`config.mk`:
```
export PLATFORM = sky130hd
export DESIGN_NAME = operand_fetch_sequencer_flat
export DESIGN_NICKNAME = d
export VERILOG_FILES = /design/src/rtl/operand_fetch_sequencer_pkg.sv /design/src/rtl/operand_fetch_sequencer_if.sv /design/src/rtl/operand_fetch_sequencer_wb_read_arbiter.sv /design/src/rtl/operand_fetch_sequencer.sv /design/src/flat_wrapper.sv
export SDC_FILE = /design/constraint.sdc
export NUM_CORES = 1
export LEC_CHECK = 0
export CAP_MARGIN = 10
export CORE_AREA = 2 2 197 199
export CTS_CLUSTER_SIZE = 10
export DETAILED_ROUTE_END_ITERATION = 6
export DIE_AREA = 0 0 199 201
export GPL_TIMING_DRIVEN = 0
export PLACE_DENSITY = 0.47
export SLEW_MARGIN = 0
export SYNTH_ARGS = -nofsm -noshare
export SYNTH_HDL_FRONTEND = slang
export SYNTH_SLANG_ARGS = --single-unit
```
`constraint.sdc`:
```
create_clock -name clk -period 2.4 [get_ports clk]
set_input_delay 0.48 -clock clk [delete_from_list [all_inputs] [get_ports clk]]
set_output_delay 0.48 -clock clk [all_outputs]
set_load 0.01 [all_outputs]
```
`src/rtl/operand_fetch_sequencer_pkg.sv`:
```
// Shared types for the operand fetch sequencer: RegisterFile commands, FSM states, default widths.
// Latency: n/a (declarations only).
// Backpressure: n/a.
package operand_fetch_pkg;

    localparam int DATA_W_DEF = 64;
    localparam int IDX_W_DEF  = 5;
    localparam int TAG_W_DEF  = 16;
    localparam int STARVE_W   = 4;  // holds STARVE_LIMIT up to 15

    typedef enum logic [1:0] {
        RF_HOLD  = 2'b00,
        RF_READ1 = 2'b01,
        RF_READ2 = 2'b10,
        RF_WRITE = 2'b11
    } rf_cmd_e;

    typedef enum logic [1:0] {
        ST_IDLE  = 2'b00,
        ST_ISSUE = 2'b01,
        ST_OUT   = 2'b10
    } state_e;

    // One-source instructions only need latch 1; anything else reads both.
    function automatic rf_cmd_e read_cmd(input logic [1:0] num_src);
        return (num_src == 2'd1) ? RF_READ1 : RF_READ2;
    endfunction

endpackage

```
`src/rtl/operand_fetch_sequencer_if.sv`:
```
// Bundles decoder, writeback, RegisterFile and execute-side signals of the sequencer.
// Latency: n/a (wiring only).
// Backpressure: valid/ready on instruction, writeback and operand channels.
interface operand_fetch_sequencer_if
    import operand_fetch_pkg::*;
#(
    parameter int DATA_W = DATA_W_DEF,
    parameter int IDX_W  = IDX_W_DEF,
    parameter int TAG_W  = TAG_W_DEF
);
    logic              in_valid;
    logic              in_ready;
    logic [IDX_W-1:0]  in_rs;
    logic [IDX_W-1:0]  in_rt;
    logic [1:0]        in_num_src;
    logic [TAG_W-1:0]  in_tag;

    logic              wb_valid;
    logic              wb_ready;
    logic [IDX_W-1:0]  wb_rd;
    logic [DATA_W-1:0] wb_data;

    logic [1:0]        rf_control;
    logic [DATA_W-1:0] rf_port_1;
    logic [DATA_W-1:0] rf_port_2;
    logic [DATA_W-1:0] rf_latch_1;
    logic [DATA_W-1:0] rf_latch_2;

    logic              out_valid;
    logic              out_ready;
    logic [DATA_W-1:0] out_op_a;
    logic [DATA_W-1:0] out_op_b;
    logic [TAG_W-1:0]  out_tag;

    // Sequencer side.
    modport master (
        input  in_valid, in_rs, in_rt, in_num_src, in_tag,
        output in_ready,
        input  wb_valid, wb_rd, wb_data,
        output wb_ready,
        output rf_control, rf_port_1, rf_port_2,
        input  rf_latch_1, rf_latch_2,
        output out_valid, out_op_a, out_op_b, out_tag,
        input  out_ready
    );

    // Environment side: decoder, writeback source, RegisterFile, execute.
    modport slave (
        output in_valid, in_rs, in_rt, in_num_src, in_tag,
        input  in_ready,
        output wb_valid, wb_rd, wb_data,
        input  wb_ready,
        input  rf_control, rf_port_1, rf_port_2,
        output rf_latch_1, rf_latch_2,
        input  out_valid, out_op_a, out_op_b, out_tag,
        output out_ready
    );

endinterface

```
`src/rtl/operand_fetch_sequencer_wb_read_arbiter.sv`:
```
// Arbitrates the single RegisterFile port between writeback and the pending operand read.
// Latency: combinational grants; starve counter updates at the clock edge.
// Backpressure: writeback wins unless the read has lost STARVE_LIMIT ISSUE cycles in a row.
module wb_read_arbiter
    import operand_fetch_pkg::*;
#(
    parameter int STARVE_LIMIT = 4
)(
    input  logic clk,
    input  logic reset,
    input  logic issue_req,
    input  logic wb_valid,
    output logic wb_ready,
    output logic wb_grant,
    output logic read_grant
);
    localparam logic [STARVE_W-1:0] LIMIT = STARVE_W'(STARVE_LIMIT);

    logic [STARVE_W-1:0] starve_q;
    logic [STARVE_W-1:0] starve_d;
    logic                force_read;

    // Grant selection and starve counter next value.
    always_comb begin
        force_read = issue_req && (starve_q == LIMIT);
        wb_ready   = !reset && !force_read;
        wb_grant   = wb_valid && wb_ready;
        read_grant = !reset && issue_req && !wb_grant;
        starve_d   = starve_q;
        if (reset || read_grant) begin
            starve_d = '0;
        end else if (issue_req && wb_grant) begin
            starve_d = starve_q + STARVE_W'(1);
        end
    end

    // Starve counter register.
    always_ff @(posedge clk) begin
        if (reset) begin
            starve_q <= '0;
        end else begin
            starve_q <= starve_d;
        end
    end

endmodule

```
`src/rtl/operand_fetch_sequencer.sv`:
```
// Fetches up to two source operands from RegisterFile per instruction and owns its write port.
// Latency: 2 cycles accept-to-valid for 1/2 sources without contention, 1 cycle for 0 sources.
// Backpressure: in_ready only in IDLE; operands held stable in OUT until out_ready.
module operand_fetch_sequencer
    import operand_fetch_pkg::*;
#(
    parameter int DATA_W       = DATA_W_DEF,
    parameter int IDX_W        = IDX_W_DEF,
    parameter int TAG_W        = TAG_W_DEF,
    parameter int STARVE_LIMIT = 4
)(
    input  logic                      clk,
    input  logic                      reset,
    operand_fetch_sequencer_if.master bus
);
    state_e           state_q, state_d;
    logic [IDX_W-1:0] rs_q, rs_d;
    logic [IDX_W-1:0] rt_q, rt_d;
    logic [1:0]       nsrc_q, nsrc_d;
    logic [TAG_W-1:0] tag_q, tag_d;

    logic issue_req;
    logic wb_grant;
    logic read_grant;

    assign issue_req = (state_q == ST_ISSUE);

    wb_read_arbiter #(
        .STARVE_LIMIT (STARVE_LIMIT)
    ) u_arb (
        .clk        (clk),
        .reset      (reset),
        .issue_req  (issue_req),
        .wb_valid   (bus.wb_valid),
        .wb_ready   (bus.wb_ready),
        .wb_grant   (wb_grant),
        .read_grant (read_grant)
    );

    // Next state, held instruction fields, RegisterFile command and output muxing.
    always_comb begin
        state_d        = state_q;
        rs_d           = rs_q;
        rt_d           = rt_q;
        nsrc_d         = nsrc_q;
        tag_d          = tag_q;
        bus.in_ready   = 1'b0;
        bus.rf_control = RF_HOLD;
        bus.rf_port_1  = '0;
        bus.rf_port_2  = '0;
        bus.out_valid  = 1'b0;
        bus.out_op_a   = '0;
        bus.out_op_b   = '0;
        bus.out_tag    = '0;

        if (reset) begin
            state_d = ST_IDLE;
        end else begin
            // Writes never collide with reads: the arbiter only grants one.
            if (wb_grant) begin
                bus.rf_control = RF_WRITE;
                bus.rf_port_1  = bus.wb_data;
                bus.rf_port_2  = DATA_W'(bus.wb_rd);
            end

            unique case (state_q)
                ST_IDLE: begin
                    bus.in_ready = 1'b1;
                    if (bus.in_valid) begin
                        rs_d    = bus.in_rs;
                        rt_d    = bus.in_rt;
                        // A count of 3 behaves as 2 sources.
                        nsrc_d  = (bus.in_num_src == 2'd3) ? 2'd2 : bus.in_num_src;
                        tag_d   = bus.in_tag;
                        state_d = (bus.in_num_src == 2'd0) ? ST_OUT : ST_ISSUE;
                    end
                end
                ST_ISSUE: begin
                    if (read_grant) begin
                        bus.rf_control = read_cmd(nsrc_q);
                        bus.rf_port_1  = DATA_W'(rs_q);
                        bus.rf_port_2  = DATA_W'(rt_q);
                        state_d        = ST_OUT;
                    end
                end
                ST_OUT: begin
                    // No reads here, so the RegisterFile latches hold still.
                    bus.out_valid = 1'b1;
                    bus.out_op_a  = (nsrc_q >= 2'd1) ? bus.rf_latch_1 : '0;
                    bus.out_op_b  = (nsrc_q >= 2'd2) ? bus.rf_latch_2 : '0;
                    bus.out_tag   = tag_q;
                    if (bus.out_ready) begin
                        state_d = ST_IDLE;
                    end
                end
                default: begin
                    state_d = ST_IDLE;
                end
            endcase
        end
    end

    // State and held-instruction registers.
    always_ff @(posedge clk) begin
        if (reset) begin
            state_q <= ST_IDLE;
            rs_q    <= '0;
            rt_q    <= '0;
            nsrc_q  <= '0;
            tag_q   <= '0;
        end else begin
            state_q <= state_d;
            rs_q    <= rs_d;
            rt_q    <= rt_d;
            nsrc_q  <= nsrc_d;
            tag_q   <= tag_d;
        end
    end

endmodule
```
`src/flat_wrapper.sv`:
```
// flat-port wrapper written by rule: the top's interface ports become plain ports
module operand_fetch_sequencer_flat import operand_fetch_pkg::*;
#(
    parameter int DATA_W       = DATA_W_DEF,
    parameter int IDX_W        = IDX_W_DEF,
    parameter int TAG_W        = TAG_W_DEF,
    parameter int STARVE_LIMIT = 4
)
  (clk, reset, bus_in_valid, bus_in_rs, bus_in_rt, bus_in_num_src, bus_in_tag, bus_in_ready, bus_wb_valid, bus_wb_rd, bus_wb_data, bus_wb_ready, bus_rf_control, bus_rf_port_1, bus_rf_port_2, bus_rf_latch_1, bus_rf_latch_2, bus_out_valid, bus_out_op_a, bus_out_op_b, bus_out_tag, bus_out_ready);
  operand_fetch_sequencer_if #(.DATA_W(DATA_W), .IDX_W(IDX_W), .TAG_W(TAG_W)) bus_i ();
  input  logic clk;
  input  logic reset;
  input wire logic [$bits(bus_i.in_valid)-1:0] bus_in_valid;
  input wire logic [$bits(bus_i.in_rs)-1:0] bus_in_rs;
  input wire logic [$bits(bus_i.in_rt)-1:0] bus_in_rt;
  input wire logic [$bits(bus_i.in_num_src)-1:0] bus_in_num_src;
  input wire logic [$bits(bus_i.in_tag)-1:0] bus_in_tag;
  output wire logic [$bits(bus_i.in_ready)-1:0] bus_in_ready;
  input wire logic [$bits(bus_i.wb_valid)-1:0] bus_wb_valid;
  input wire logic [$bits(bus_i.wb_rd)-1:0] bus_wb_rd;
  input wire logic [$bits(bus_i.wb_data)-1:0] bus_wb_data;
  output wire logic [$bits(bus_i.wb_ready)-1:0] bus_wb_ready;
  output wire logic [$bits(bus_i.rf_control)-1:0] bus_rf_control;
  output wire logic [$bits(bus_i.rf_port_1)-1:0] bus_rf_port_1;
  output wire logic [$bits(bus_i.rf_port_2)-1:0] bus_rf_port_2;
  input wire logic [$bits(bus_i.rf_latch_1)-1:0] bus_rf_latch_1;
  input wire logic [$bits(bus_i.rf_latch_2)-1:0] bus_rf_latch_2;
  output wire logic [$bits(bus_i.out_valid)-1:0] bus_out_valid;
  output wire logic [$bits(bus_i.out_op_a)-1:0] bus_out_op_a;
  output wire logic [$bits(bus_i.out_op_b)-1:0] bus_out_op_b;
  output wire logic [$bits(bus_i.out_tag)-1:0] bus_out_tag;
  input wire logic [$bits(bus_i.out_ready)-1:0] bus_out_ready;
  assign bus_i.in_valid = bus_in_valid;
  assign bus_i.in_rs = bus_in_rs;
  assign bus_i.in_rt = bus_in_rt;
  assign bus_i.in_num_src = bus_in_num_src;
  assign bus_i.in_tag = bus_in_tag;
  assign bus_in_ready = bus_i.in_ready;
  assign bus_i.wb_valid = bus_wb_valid;
  assign bus_i.wb_rd = bus_wb_rd;
  assign bus_i.wb_data = bus_wb_data;
  assign bus_wb_ready = bus_i.wb_ready;
  assign bus_rf_control = bus_i.rf_control;
  assign bus_rf_port_1 = bus_i.rf_port_1;
  assign bus_rf_port_2 = bus_i.rf_port_2;
  assign bus_i.rf_latch_1 = bus_rf_latch_1;
  assign bus_i.rf_latch_2 = bus_rf_latch_2;
  assign bus_out_valid = bus_i.out_valid;
  assign bus_out_op_a = bus_i.out_op_a;
  assign bus_out_op_b = bus_i.out_op_b;
  assign bus_out_tag = bus_i.out_tag;
  assign bus_i.out_ready = bus_out_ready;
  operand_fetch_sequencer #(.DATA_W(DATA_W), .IDX_W(IDX_W), .TAG_W(TAG_W), .STARVE_LIMIT(STARVE_LIMIT)) u_core (.clk(clk), .reset(reset), .bus(bus_i));
endmodule
```
==> results.py, run 1 <==
metrics = {
    "worst_setup_path": {
        "crit_required_ns": 1.92,
        "crit_path_start": "u_core.u_arb.starve_q[0]",
        "reg2reg_from": "u_core.state_q[0]",
        "endpoint_kind": "output pin",
        "cp.arrival_ns": 2.03,
        "r2r_slack_ns": 0.60,
        "endpoint": "bus_rf_port_1[39]",
        "worst_setup_path_start_kind": "flop",
        "cp_max_fo": 7,
        "criticalPathCategory": "reg -> out",
        "reg2reg_to": "u_core.tag_q[14]",
        "rr_worst_depth": 6,
    },
    "cells_and_area": {
        "fin_util_pct": 24.0,
        "drive_gt1_share_pct": 36.7,
        "area_delta_synth_final_pct": 161,
        "fillers": 4326,
        "num-nets-final": 1291,
        "layout_commonest_cell": "clkdlybuf4s50_1",
        "diodes": 0,
        "mostFrequentLayoutCells": "228 x clkdlybuf4s50_1, 94 x buf_4, 92 x clkbuf_2, 92 x and2_1, 70 x buf_6",
        "final_cells": 1577,
    },
    "route": {
        "drt_iter0_drc": 186,
        "dr.pass1.iters": 4,
        "routed_via_density": 3.35,
        "drtAntennaViolNets": 0,
        "drc": 0,
        "wirelength_mm": 23.6,
        "vias": 5279,
        "wl_per_cell_microns": 14.9,
    },
    "die": {
        "core_sq_um": 38100,
        "rows": 72,
        "dieHeight_microns": 201,
        "start_util_pct": 9.19,
        "top_level_ports": 507,
        "die_w_microns": 199,
        "die_area_sq_um": 40000,
    },
    "power_and_ir_drop": {
        "power_switching_uw": 650,
        "power-per-cell-area_nw_per_um2": 263,
        "internal_power_mw": 1.75,
        "vdd_ir_drop_max_v": 0.000245,
        "power_frac_clock_pct": 31.2,
        "swShare_pct": 27.0,
        "pwr-share-seq_pct": 26.0,
        "leakagePower_nw": 4.57,
        "combPwrFrac_pct": 42.8,
    },
    "synthesis": {
        "synthCells": 505,
        "yosys_warnings": 0,
        "synth_cell_type_count": 35,
        "avgSynthCellArea_sq_um": 6.93,
        "yosys.area.top_type": "and2_1",
        "synth_top_area_share_pct": 24.8,
        "syn-cell-area_sq_um": 3500,
        "synthTopCellsByArea": "and2_1 25%, dfxtp_1 19%, buf_4 13%",
        "synth_seq_cells": 34,
        "yosysSeqAreaShare_pct": 19.4,
    },
    "clock_network": {
        "cts.sinks": 34,
        "cts.htree.levels": 2,
        "holdBufCountCts": 0,
        "clkTransAtPathRegs_ns": 0.05,
        "max-clock-path-buffers": 2,
        "cts_tree": "built",
        "cts_root_buffer": "clkbuf_16",
        "cts_buffers": 5,
        "clk_latency_ns": 0.28,
    },
    "timing": {
        "fin_ws_ns": -0.107,
        "relSlewSlack_pct": 55.6,
        "fmax_mhz": 399,
        "period_minus_slack_ns": 2.51,
        "rsz0062_at_grt": "yes",
        "worst_pin_slew_ns": 0.663,
        "hold_viol_final": 0,
        "period_share_pct": 104,
        "setup_viol": 37,
        "final_max_slew_viol_count": 0,
        "finalClockSkew_ns": 0.00275,
    },
    "global_routing": {
        "grt_overflow": 0,
        "grt_antenna_before_repair": 0,
        "globalRouteTotalUtil_pct": 10.7,
        "grt_pass1_wl_mm": 32.4,
        "grt_max_degree": 11,
        "grt_pass1_vias": 5129,
    },
    "hold_path": {
        "hold_path_class": "reg -> reg",
    },
    "status": {
        "status": "finished, violations left",
        "violations": "negative setup slack",
    },
    "job": {
        "maxCapViolCount": 0,
    },
    "placed_design": {
        "portBuffers": 445,
        "dp.cells": 1526,
        "gp_congestion": 0.761,
        "dp.final_hpwl_mm": 19.5,
    },
}
cell families (layout without fill, tap and decap cells):
group	after synthesis	in the layout	synth area share [%]
buf+inv	111	606	19.7
flops	34	34	19.4
compound gates	76	77	13.3
fa+ha+maj	2	2	0.714
other cells	1	59	0.107
simple gates	281	281	46.8
area by class of cell:
cell class | count | area, sq um | share of cell area, %
clock buffers | 6 | 139 | 1.52
inverters | 5 | 18.8 | 0.205
clock inverters | 1 | 30.0 | 0.328
repair buffers | 495 | 4340 | 47.5
flip-flops and latches | 34 | 693 | 7.58
well taps | 518 | 648 | 7.09
multi-input cells | 419 | 2510 | 27.5
plain buffers | 99 | 757 | 8.28
routing by layer:
metal	GRT usage [%]	vias to the layer above	wire (microns)
li1	-	2648	-
met1	11.9	2377	9080
met2	20.8	238	12500
met3	2.15	16	1730
met4	1.68	0	280
met5	0	-	0
cell usage after synthesis (all sizes together):
| library cell | count |
|---|---|
| or3b | 1 |
| a32oi | 1 |
| conb | 1 |
| and2 | 139 |
| o41ai | 1 |
| o21a | 1 |
| buf | 78 |
| and3b | 2 |
| nor3b | 2 |
| a211oi | 1 |
| inv | 5 |
| nor2b | 3 |
| nand3b | 2 |
| nor4b | 1 |
| dfxtp | 34 |
| o21ai | 5 |
| o21bai | 1 |
| ha | 2 |
| nand4 | 3 |
| or3 | 1 |
| a21oi | 44 |
| o211ai | 21 |
| and3 | 64 |
| nand3 | 2 |
| nor2 | 1 |
| nand2 | 58 |
| o31a | 1 |
| nand2b | 1 |
| nor3 | 1 |
| clkbuf | 28 |
critical path, stage by stage (launching register included):
cell,delay [ns]
dfxtp_2,0.33
inv_2,0.05
ha_4,0.15
and3b_2,0.24
a211oi_4,0.24
buf_12,0.16
buf_6,0.10
buf_6,0.10
clkbuf_16,0.13
and2_4,0.14
buf_6,0.10
power by group through the flow:
| stage | registers [mW] | clock network, mW | logic [mW] |
|---|---|---|---|
| final | 0.625 | 0.749 | 1.03 |
| after global routing | 0.631 | 0.792 | 1.11 |
| after detailed placement | 0.635 | 0 | 0.949 |
| after global placement | 0.634 | 0 | 0.948 |
| after CTS | 0.627 | 0.773 | 1.00 |
| after floorplan | 0.628 | 0 | 0.360 |
flip-flops by register name (all words and copies together) (netlist names):
register,cells
u_core.rs_q,5
u_core.nsrc_q,2
u_core.tag_q,16
u_core.u_arb.starve_q,4
u_core.rt_q,5
u_core.state_q,2
metrics by stage:
step	hold slack [ns]	total power [mW]	setup TNS (ns)	area, sq um	worst slack [ns]
after floorplan	0.432	0.988	0	3720	0.394
after global placement	0.437	1.58	-108.14	8820	-0.791
after detailed placement	0.443	1.58	-111.80	8820	-0.814
after CTS	0.450	2.40	-4.21	9250	-0.152
after global routing	0.471	2.53	-5.90	9140	-0.182
final	0.450	2.40	-1.73	9140	-0.107
repair_timing:
action,4_1_cts,5_1_grt
pin swaps,27,15
resized for setup,579,293
endpoints found under the hold margin,0,0
cloned,8,0
setup buffers,28,19
setup endpoints to repair,217,162
worst min path at each step:
stage | from | to | slack [ns] | depth (start not counted)
5_1_grt | u_core.rt_q[1] | u_core.rt_q[1] | 0.47 | 2
2_1_floorplan | u_core.tag_q[0] | u_core.tag_q[0] | 0.43 | 2
6_report | u_core.tag_q[6] | u_core.tag_q[6] | 0.45 | 2
3_5_place_dp | u_core.tag_q[6] | u_core.tag_q[6] | 0.44 | 2
4_1_cts | u_core.tag_q[6] | u_core.tag_q[6] | 0.45 | 2
3_3_place_gp | u_core.tag_q[1] | u_core.tag_q[1] | 0.44 | 2
Note: power is estimated with default switching activity, not from simulation.
==> run 2, diff against run 1 <==
PLACE_DENSITY = 0.51   (was 0.47)
RECOVER_POWER = 50   (was not set)
TNS_END_PERCENT = 5   (was not set)
==> results.py, run 2 (same netlist as run 1, synthesis figures left out) <==
metrics = {
    "status": {
        "status": "finished, violations left",
        "violations": "negative setup slack",
    },
    "placed_design": {
        "dp.cells": 1526,
        "placed_cell_area_sq_um": 8820,
        "gp_congestion": 0.777,
        "dp.final_hpwl_mm": 18.8,
        "portBuffers": 445,
        "pre_cts_ws_ns": -0.897,
    },
    "route": {
        "wirelength_mm": 22.2,
        "routed_via_density": 3.33,
        "drtAntennaViolNets": 0,
        "wl_per_cell_microns": 14.3,
        "dr.pass1.iters": 5,
        "vias": 5149,
        "drt_iter0_drc": 181,
        "drc": 0,
    },
    "die": {
        "core_sq_um": 38100,
        "rows": 72,
        "die_w_microns": 199,
        "top_level_ports": 507,
        "start_util_pct": 9.19,
        "die_area_sq_um": 40000,
        "dieHeight_microns": 201,
    },
    "cells_and_area": {
        "reg.largest.list": "u_core.tag_q x16, u_core.rs_q x5, u_core.rt_q x5",
        "regMostFlops": "u_core.tag_q",
        "largest_register_ffs": 16,
        "fin_util_pct": 23.3,
        "mostFrequentLayoutCells": "235 x clkdlybuf4s50_1, 124 x and2_1, 74 x buf_4, 72 x dlygate4sd2_1, 63 x and3_1",
        "final_cells": 1548,
        "area_delta_synth_final_pct": 154,
        "num-nets-final": 1260,
        "layout_commonest_cell": "clkdlybuf4s50_1",
        "final_area_sq_um": 8890,
        "fillers": 4314,
        "drive_gt1_share_pct": 24.9,
    },
    "clock_network": {
        "holdBufCountCts": 0,
        "clkTransAtPathRegs_ns": 0.06,
        "cts_tree": "built",
        "cts_buffers": 5,
        "cts.htree.levels": 2,
        "cts_root_buffer": "clkbuf_16",
        "clk_latency_ns": 0.28,
        "max-clock-path-buffers": 2,
        "cts.sinks": 34,
    },
    "hold_path": {
        "hold_path_class": "reg -> reg",
        "min_from": "u_core.tag_q[5]",
    },
    "worst_setup_path": {
        "r2r_slack_ns": 0.77,
        "worst_setup_path_start_kind": "input port",
        "endpoint_kind": "output pin",
        "reg2reg_from": "u_core.state_q[0]",
        "crit_path_start": "reset",
        "cp_max_fo": 10,
        "cp.arrival_ns": 2.04,
        "criticalPathCategory": "in -> out",
        "crit_required_ns": 1.92,
    },
    "power_and_ir_drop": {
        "power_switching_uw": 647,
        "power_frac_clock_pct": 28.9,
        "power-per-cell-area_nw_per_um2": 249,
        "leakagePower_nw": 4.87,
        "combPwrFrac_pct": 43.0,
        "internal_power_mw": 1.57,
        "vdd_ir_drop_max_v": 0.000230,
        "fin_total_pwr_mw": 2.21,
        "swShare_pct": 29.2,
        "pwr-share-seq_pct": 28.1,
    },
    "timing": {
        "setup_viol": 21,
        "relSlewSlack_pct": 56.2,
        "fin_setup_tns_ns": -0.807,
        "worst_pin_slew_ns": 0.657,
        "period_minus_slack_ns": 2.52,
        "hold_viol_final": 0,
        "fmax_mhz": 397,
        "final_max_slew_viol_count": 0,
        "finalClockSkew_ns": 0.00421,
        "fin_ws_ns": -0.116,
        "rsz0062_at_grt": "yes",
        "hold_ws_ns": 0.449,
        "period_share_pct": 105,
    },
    "global_routing": {
        "globalRouteTotalUtil_pct": 10.0,
        "grt_antenna_before_repair": 1,
        "grt_pass1_wl_mm": 31.0,
        "grt_pass1_vias": 4911,
        "grt_overflow": 0,
        "grt_max_degree": 13,
    },
    "job": {
        "maxCapViolCount": 0,
    },
}
[run 2: cell types whose count changed in the layout (fill, tap and decap cells not counted), moves of 20 or more]
cell	change
clkbuf_2	-46
dlymetal6s2s_1	+26
and2_4	-33
and2_1	+32
buf_4	-20
buf_6	-49
dlygate4sd2_1	+42
[run 2: path summary, 6_finish.rpt]
path	endpoint	cells past startpoint
setup / recovery	bus_rf_control[0]	5
setup reg to reg	u_core.rs_q[1]	5
hold reg to reg	u_core.tag_q[5]	2
hold / removal	u_core.tag_q[5]	2
[run 2: timing repair]
action | in CTS | in global routing
resized for setup | 434 | 167
buffers inserted | 8 | 4
cloned | 0 | 1
pin swaps | 6 | 8
endpoints found under the setup margin | 217 | 159
[run 2: final cells by class]
class	count	area, sq um	share of cell area [%]
inverter	5	21.3	0.239
antenna	1	2.50	0.0282
sequential	34	691	7.77
buffer	106	821	9.24
timing repair buffer	458	4150	46.7
tap	518	648	7.29
clock inverter	3	21.3	0.239
clock buffer	5	125	1.41
multi-input combinational	418	2410	27.1
[run 2: worst max-delay path, stage by stage]
cell	delay [ns]
buf_2	0.21
clkbuf_1	0.40
buf_2	0.33
a21oi_1	0.07
clkdlybuf4s50_1	0.54
[run 2: per-layer routing]
layer | up-vias | routed length, microns | track usage (%) | share of wire, %
li1 | 2592 | - | - | -
met1 | 2312 | 8800 | 11.7 | 40
met2 | 224 | 11300 | 18.9 | 51
met3 | 21 | 1710 | 2.08 | 7.7
met4 | 0 | 316 | 1.60 | 1.4
met5 | - | 0 | 0 | 0
[run 2: power by group through the flow]
stage                     Clock [mW]  Combinational [mW]  Sequential, mW
after detailed placement           0               0.946           0.635
after CTS                      0.660               0.940           0.624
after global routing           0.680                1.03           0.628
final                          0.640               0.952           0.622
after floorplan                    0               0.360           0.628
after global placement             0               0.945           0.634
